[src/rtl/synth_audio_pkg.sv]
// Shared types for the synth audio path: sample width, stereo pair struct and
// the I2S serializer state encoding.
package synth_audio_pkg;

    localparam int DATA_WIDTH = 16;

    typedef struct packed {
        logic [DATA_WIDTH-1:0] l;
        logic [DATA_WIDTH-1:0] r;
    } stereo_sample_t;

    typedef enum logic [1:0] {
        IDLE  = 2'd0,
        LEFT  = 2'd1,
        RIGHT = 2'd2
    } i2s_state_t;

endpackage

[src/rtl/audio_sample_fifo.sv]
// Synchronous FIFO of stereo sample pairs with registered ready and level.
// A push is only taken while ready is high, so a full FIFO refuses a push even when popped in the same cycle.
module audio_sample_fifo
    import synth_audio_pkg::*;
#(
    parameter int DEPTH   = 4,
    parameter int LEVEL_W = $clog2(DEPTH) + 1
) (
    input  logic               clk,
    input  logic               rst,
    input  logic               push,
    input  stereo_sample_t     push_data,
    input  logic               pop,
    output stereo_sample_t     pop_data,
    output logic               ready,
    output logic               empty,
    output logic [LEVEL_W-1:0] level
);

    localparam int PTR_W = $clog2(DEPTH);

    stereo_sample_t     mem [DEPTH];
    logic [PTR_W-1:0]   wr_ptr;
    logic [PTR_W-1:0]   rd_ptr;
    logic               push_ok;
    logic               pop_ok;
    logic [LEVEL_W-1:0] level_next;

    assign push_ok  = push & ready;
    assign pop_ok   = pop & ~empty;
    assign empty    = (level == '0);
    assign pop_data = mem[rd_ptr];

    always_comb begin
        // NOTE: defaulting every always_comb output first is what keeps a latch from being inferred.
        level_next = level;
        case ({push_ok, pop_ok})
            2'b10:   level_next = level + 1'b1;
            2'b01:   level_next = level - 1'b1;
            default: level_next = level;
        endcase
    end

    // NOTE: the sample storage has no reset; emptiness is carried entirely by the pointers and level.
    always_ff @(posedge clk) begin
        if (push_ok) begin
            mem[wr_ptr] <= push_data;
        end
    end

    always_ff @(posedge clk or posedge rst) begin
        // NOTE: state is updated with non-blocking assignments so every register sees pre-edge values.
        if (rst) begin
            wr_ptr <= '0;
            rd_ptr <= '0;
            level  <= '0;
            ready  <= 1'b0;
        end else begin
            if (push_ok) begin
                wr_ptr <= wr_ptr + 1'b1;
            end
            if (pop_ok) begin
                rd_ptr <= rd_ptr + 1'b1;
            end
            level <= level_next;
            ready <= (level_next != LEVEL_W'(DEPTH));
        end
    end

endmodule

[src/rtl/i2s_audio_serializer.sv]
// Buffers stereo pairs and shifts them out MSB-first as I2S data, counting frames that start empty.
// Define I2S_UNDERRUN_HOLD_EN to repeat the last pair on underrun instead of sending silence.
module i2s_audio_serializer
    import synth_audio_pkg::*;
#(
    parameter int DATA_WIDTH = synth_audio_pkg::DATA_WIDTH,
    parameter int FIFO_DEPTH = 4,
    parameter int CNT_WIDTH  = 8
) (
    input  logic                          AUDIO_CLK,
    input  logic                          iRST,
    input  logic                          iLRCK,
    input  logic                          iBCK,
    input  logic [DATA_WIDTH-1:0]         iSAMPLE_L,
    input  logic [DATA_WIDTH-1:0]         iSAMPLE_R,
    input  logic                          iSAMPLE_VALID,
    output logic                          oSAMPLE_READY,
    output logic                          oAUD_DATA,
    output logic [$clog2(FIFO_DEPTH):0]   oFIFO_LEVEL,
    output logic                          oUNDERRUN,
    output logic [CNT_WIDTH-1:0]          oUNDERRUN_CNT
);

    localparam int BIT_CNT_W = $clog2(DATA_WIDTH + 1);

    logic                  lrck_d;
    logic                  bck_d;
    logic                  primed;
    logic                  lrck_fall;
    logic                  lrck_rise;
    logic                  bck_fall;

    i2s_state_t            state;
    i2s_state_t            state_next;
    logic                  load_left;
    logic                  load_right;
    logic                  shift_en;

    stereo_sample_t        push_pair;
    stereo_sample_t        pop_pair;
    stereo_sample_t        hold;
    logic                  fifo_empty;

    logic [DATA_WIDTH-1:0] shreg;
    logic [BIT_CNT_W-1:0]  bit_cnt;

    assign push_pair.l = iSAMPLE_L;
    assign push_pair.r = iSAMPLE_R;

    audio_sample_fifo #(
        .DEPTH   (FIFO_DEPTH),
        .LEVEL_W ($clog2(FIFO_DEPTH) + 1)
    ) u_fifo (
        .clk       (AUDIO_CLK),
        .rst       (iRST),
        .push      (iSAMPLE_VALID),
        .push_data (push_pair),
        .pop       (load_left),
        .pop_data  (pop_pair),
        .ready     (oSAMPLE_READY),
        .empty     (fifo_empty),
        .level     (oFIFO_LEVEL)
    );

    // Edges are masked until the delayed copies have sampled real input levels once after reset.
    assign lrck_fall = primed &  lrck_d & ~iLRCK;
    assign lrck_rise = primed & ~lrck_d &  iLRCK;
    assign bck_fall  = primed &  bck_d  & ~iBCK;

    always_ff @(posedge AUDIO_CLK or posedge iRST) begin
        if (iRST) begin
            lrck_d <= 1'b0;
            bck_d  <= 1'b0;
            primed <= 1'b0;
            state  <= IDLE;
        end else begin
            lrck_d <= iLRCK;
            bck_d  <= iBCK;
            primed <= 1'b1;
            state  <= state_next;
        end
    end

    // An LRCK edge takes priority over a coincident bck_fall, which is then dropped.
    always_comb begin
        state_next = state;
        load_left  = 1'b0;
        load_right = 1'b0;
        shift_en   = 1'b0;
        case (state)
            IDLE: begin
                if (lrck_fall) begin
                    state_next = LEFT;
                    load_left  = 1'b1;
                end
            end
            LEFT: begin
                if (lrck_rise) begin
                    state_next = RIGHT;
                    load_right = 1'b1;
                end else if (bck_fall) begin
                    shift_en = 1'b1;
                end
            end
            RIGHT: begin
                if (lrck_fall) begin
                    state_next = LEFT;
                    load_left  = 1'b1;
                end else if (bck_fall) begin
                    shift_en = 1'b1;
                end
            end
            default: state_next = IDLE;
        endcase
    end

    always_ff @(posedge AUDIO_CLK or posedge iRST) begin
        if (iRST) begin
            hold          <= '0;
            shreg         <= '0;
            bit_cnt       <= '0;
            oAUD_DATA     <= 1'b0;
            oUNDERRUN     <= 1'b0;
            oUNDERRUN_CNT <= '0;
        end else begin
            oUNDERRUN <= 1'b0;
            if (load_left) begin
                bit_cnt <= '0;
                if (!fifo_empty) begin
                    hold  <= pop_pair;
                    shreg <= pop_pair.l;
                end else begin
                    oUNDERRUN <= 1'b1;
                    if (oUNDERRUN_CNT != '1) begin
                        oUNDERRUN_CNT <= oUNDERRUN_CNT + 1'b1;
                    end
`ifdef I2S_UNDERRUN_HOLD_EN
                    shreg <= hold.l;
`else
                    hold  <= '0;
                    shreg <= '0;
`endif
                end
            end else if (load_right) begin
                bit_cnt <= '0;
                shreg   <= hold.r;
            end else if (shift_en) begin
                if (bit_cnt < BIT_CNT_W'(DATA_WIDTH)) begin
                    oAUD_DATA <= shreg[DATA_WIDTH-1];
                    shreg     <= {shreg[DATA_WIDTH-2:0], 1'b0};
                    bit_cnt   <= bit_cnt + 1'b1;
                end else begin
                    oAUD_DATA <= 1'b0;
                end
            end
        end
    end

endmodule

[config.mk]
export PLATFORM = sky130hd
export DESIGN_NAME = i2s_audio_serializer
export DESIGN_NICKNAME = d
export VERILOG_FILES = /design/src/rtl/synth_audio_pkg.sv /design/src/rtl/audio_sample_fifo.sv /design/src/rtl/i2s_audio_serializer.sv
export SDC_FILE = /design/constraint.sdc
export NUM_CORES = 1
export LEC_CHECK = 0
export BUFFER_PORTS_ARGS = -buffer_cell sky130_fd_sc_hd__buf_2
export CAP_MARGIN = 30
export CORE_ASPECT_RATIO = 1.4
export CORE_UTILIZATION = 55
export CTS_CLUSTER_SIZE = 28
export DETAILED_ROUTE_END_ITERATION = 7
export PLACE_DENSITY = 0.82
export SLEW_MARGIN = 20
export SYNTH_ARGS = -nofsm -noshare
export SYNTH_HDL_FRONTEND = slang
export SYNTH_SLANG_ARGS = --single-unit
[constraint.sdc]
create_clock -name AUDIO_CLK -period 8.25 [get_ports AUDIO_CLK]
set_clock_uncertainty 0.05 [all_clocks]
set_input_delay 1.65 -clock AUDIO_CLK [delete_from_list [all_inputs] [get_ports AUDIO_CLK]]
set_output_delay 1.65 -clock AUDIO_CLK [all_outputs]
set_load 0.01 [all_outputs]
==> qor.yml <==
sta:
  fin_worst_hold_slack_ns: 0.4348
  hold_viol_final: 0
  finalMaxSlewViolations: 0
  timing.max_slew.rel_slack_pct: 50.15
  totalNegativeSetupSlack_ns: 0
  rsz0062_at_grt: "no"
  setup_viol_count_final: 0
  fmax_mhz: 281.9
  final_critical_delay_including_setup_and_external_delays_ns: 3.547
  postLayoutSetupSlackWorst_ns: 4.703
  max_slew.worst_pin.slew_ns: 0.7478
  finalCritPeriodShare_pct: 43.00
critical_path:
  critical_path_buffer_and_inverter_count: 3
  critPathMostFrequentCell: "xor2_1"
  crit_chain: "buf_2, nand3b_1, nor3_2, buf_4, ha_1, inv_1, fa_1, xor2_1, nor2_1, xor2_1, nand2_1"
  crit_fanout: 35
  worstReg2RegStart: "state[0]$_DFFE_PP0P_"
  worst-r2r-cell-count: 12
  worst_path_class_setup: "primary input to register"
  endpoint_kind: "register"
  worst_path_max_delay_cell: "fa_1"
  cp_data_required_time_ns: 8.50
  critical_path.top_delay_family: "adder cells"
  crit_start_category: "primary input"
  critical_path.startpoint: "iLRCK"
  cp_data_arrival_time_ns: 3.80
  path_depth: 11
  cpPeakStageDelay_ns: 0.38
status:
  status: "finished clean"
synth:
  postSynthRegisterBits: 188
  synth_top_family_by_area: "multiplexers"
  synth_adder_area_share_pct: 1.913
  seq_area_frac_synth_pct: 70.44
  post_synth_simple_gate_area_pct: 3.792
  synth.distinct_cells: 49
  syn_area_um2: 7589
  cells_after_synthesis: 415
  synth-edff-count: 128
  postSynthNetCount: 463
  asr_flop_ratio_synth_pct: 31.91
  synth_compound_gate_area_share_pct: 5.655
  synth_flop_cell: "edfxtp_1"
  synth_xor_area_share_pct: 1.500
  synth-warning-count: 0
  postSynthAreaPerCell_um2: 18.29
  post_synth_mux_area_share_pct: 14.72
grt:
  grt_pass1_vias: 4163
  globalRoute.totalOverflow: 0
  globalRouteTotalUtil_pct: 21.47
  grt_antenna_before_repair: 0
  grt_first_pass_wirelength_mm: 22.30
  largest_net_degree_at_the_start_of_global_routing: 61
min_path:
  min_path_type: "register to register"
  timing.hold.worst_path_depth: 1
  min-delay-start: "oUNDERRUN_CNT[7]$_DFFE_PP0P_"
routing:
  drt_wl_total_mm: 13.51
  detailedRoute.firstPassIterationCount: 5
  first_iter_violations: 251
  drt-wirelength-per-cell_um: 20.13
  num_vias: 3917
  drt-vias-per-instance: 5.838
  drc_errors: 0
  ant_nets: 0
floorplan:
  die_h_um: 141.0
  fp.dieArea_um2: 14280
  core_region_area_um2: 13390
  boundaryPins: 51
  rows: 50
  dieWidth_um: 101.3
  start_util_pct: 56.68
cts:
  cts_max_path_buffers: 2
  insertion_delay_ns: 0.43
  cts.sink_count: 188
  cts_tree: "yes"
  ctsHtreeMaxLevel: 4
  clk_pin_slew_ns: 0.06
  cts_root_buffer: "clkbuf_16"
  postCtsSetupBuffers: 0
  holdBufCountCts: 0
  post_cts_resized: 0
  tritoncts.num_buffers: 17
final_layout:
  finish.net_count: 524
  diodes: 0
  post-route-cell-area_um2: 8586
  layout_area_overhead_pct: 13.14
  drive_gt1_share_pct: 29.86
placement:
  pre_cts_ws_ns: 4.278
  io_buffers: 50
  dpl-instance-area_um2: 8058
  place.gp.congestion: 0.8311
  detailed_placer_s_ending_hpwl_mm: 8.088
run:
  max_cap_violations: 0
power:
  total_power_mw: 2.810
  cellPowerDensity_nw_per_um2: 327.2
  leakagePower_nw: 3.352
  max-vdd-ir-drop_mv: 0.1893
-- layout by cell type, fill, tap and decap left out, drive strengths merged, types with 5 or more instances in the layout --
cell / count
xor2: 9
o2bb2ai: 15
nand3: 5
a22o: 16
clkinv: 7
inv: 18
nor2: 8
mux2: 18
a21oi: 6
o21ai: 6
nand2: 9
buf: 60
ha: 10
clkbuf: 20
edfxtp: 128
mux2i: 16
mux4: 32
dfrtp: 60
-- cells in the mapped netlist, types with 2 or more instances --
cell type / number / area [um^2]
nand3b_1: 2 / 15.01
mux4_2: 32 / 720.7
and3_1: 4 / 25.02
a22o_1: 16 / 140.1
nor2_1: 8 / 30.03
mux2_2: 9 / 101.4
buf_2: 3 / 15.01
nand3_1: 5 / 25.02
nor3_1: 4 / 20.02
xnor2_1: 4 / 35.03
nand4b_1: 2 / 17.52
mux2i_1: 16 / 160.2
o2bb2ai_1: 15 / 131.4
edfxtp_1: 128 / 3844
buf_1: 4 / 15.01
or4_1: 2 / 15.01
clkbuf_1: 9 / 33.78
xor2_1: 9 / 78.83
nand2_1: 9 / 33.78
o31ai_1: 3 / 22.52
o21ai_0: 6 / 30.03
or3_1: 2 / 12.51
dfrtp_1: 60 / 1501
a211oi_1: 2 / 15.01
mux2_4: 9 / 135.1
inv_1: 15 / 56.30
ha_1: 10 / 125.1
a21oi_1: 6 / 30.03
-- sequential cells by signal (all words and copies together), names as in the netlist --
name,count
u_fifo.mem,128
primed,1
u_fifo.ready,1
lrck_d,1
shreg,16
state,2
oAUD_DATA,1
bit_cnt,5
bck_d,1
u_fifo.wr_ptr,2
u_fifo.level,3
hold,16
u_fifo.rd_ptr,2
oUNDERRUN_CNT,8
oUNDERRUN,1
-- routing by layer --
metal	GRT usage (%)	wire, um	vias up	share of wire [%]
met1	26.77	5501	2020	41
met2	35.41	7131	106	53
met5	0	0	-	0
li1	-	-	1764	-
met4	10.76	387	0	2.9
met3	4.611	486	27	3.6
-- stage by stage --
stage / instances / utilization [%]
finish: 671 / 64.13
floorplan: 415 / -
global placement: 638 / 60.13
CTS: 671 / 64.13
detailed placement: 639 / 60.19
global route: 671 / 64.13
-- cell type report --
cell class | count | area (um^2)
Inverter | 15 | 56.30
Clock buffer | 20 | 436.7
Sequential cell | 188 | 5346
Fill cell | 902 | 4802
Multi-Input combinational cell | 194 | 2102
Tap cell | 182 | 227.7
Clock inverter | 12 | 91.34
Timing Repair Buffer | 60 | 325.3
-- final timing paths --
check                           slack (ns)                      endpoint
worst max register to register        5.49        u_fifo.ready$_DFF_PP0_
min in group asynchronous             1.39  oUNDERRUN_CNT[2]$_DFFE_PP0P_
worst min-delay path                  0.43  oUNDERRUN_CNT[7]$_DFFE_PP0P_
max in group asynchronous             6.24  u_fifo.rd_ptr[0]$_DFFE_PP0P_
worst max-delay path                  4.70        u_fifo.ready$_DFF_PP0_
worst min register to register        0.43  oUNDERRUN_CNT[7]$_DFFE_PP0P_
-- logic make-up after synthesis --
group | after synthesis
DFF | 188
buffers and inverters | 33
AOI/OAI and AO/OA | 54
and+or+nand+nor | 49
muxes | 66
adders and majority gates | 11
xor gates and xnor gates | 13
other | 1
-- report_power, final --
part,internal (mW),switching (mW)
logic,0.358,0.378
clock network,0.388,0.337
registers,1.25,0.0996
No activity file was read; power rests on OpenSTA's default activity.
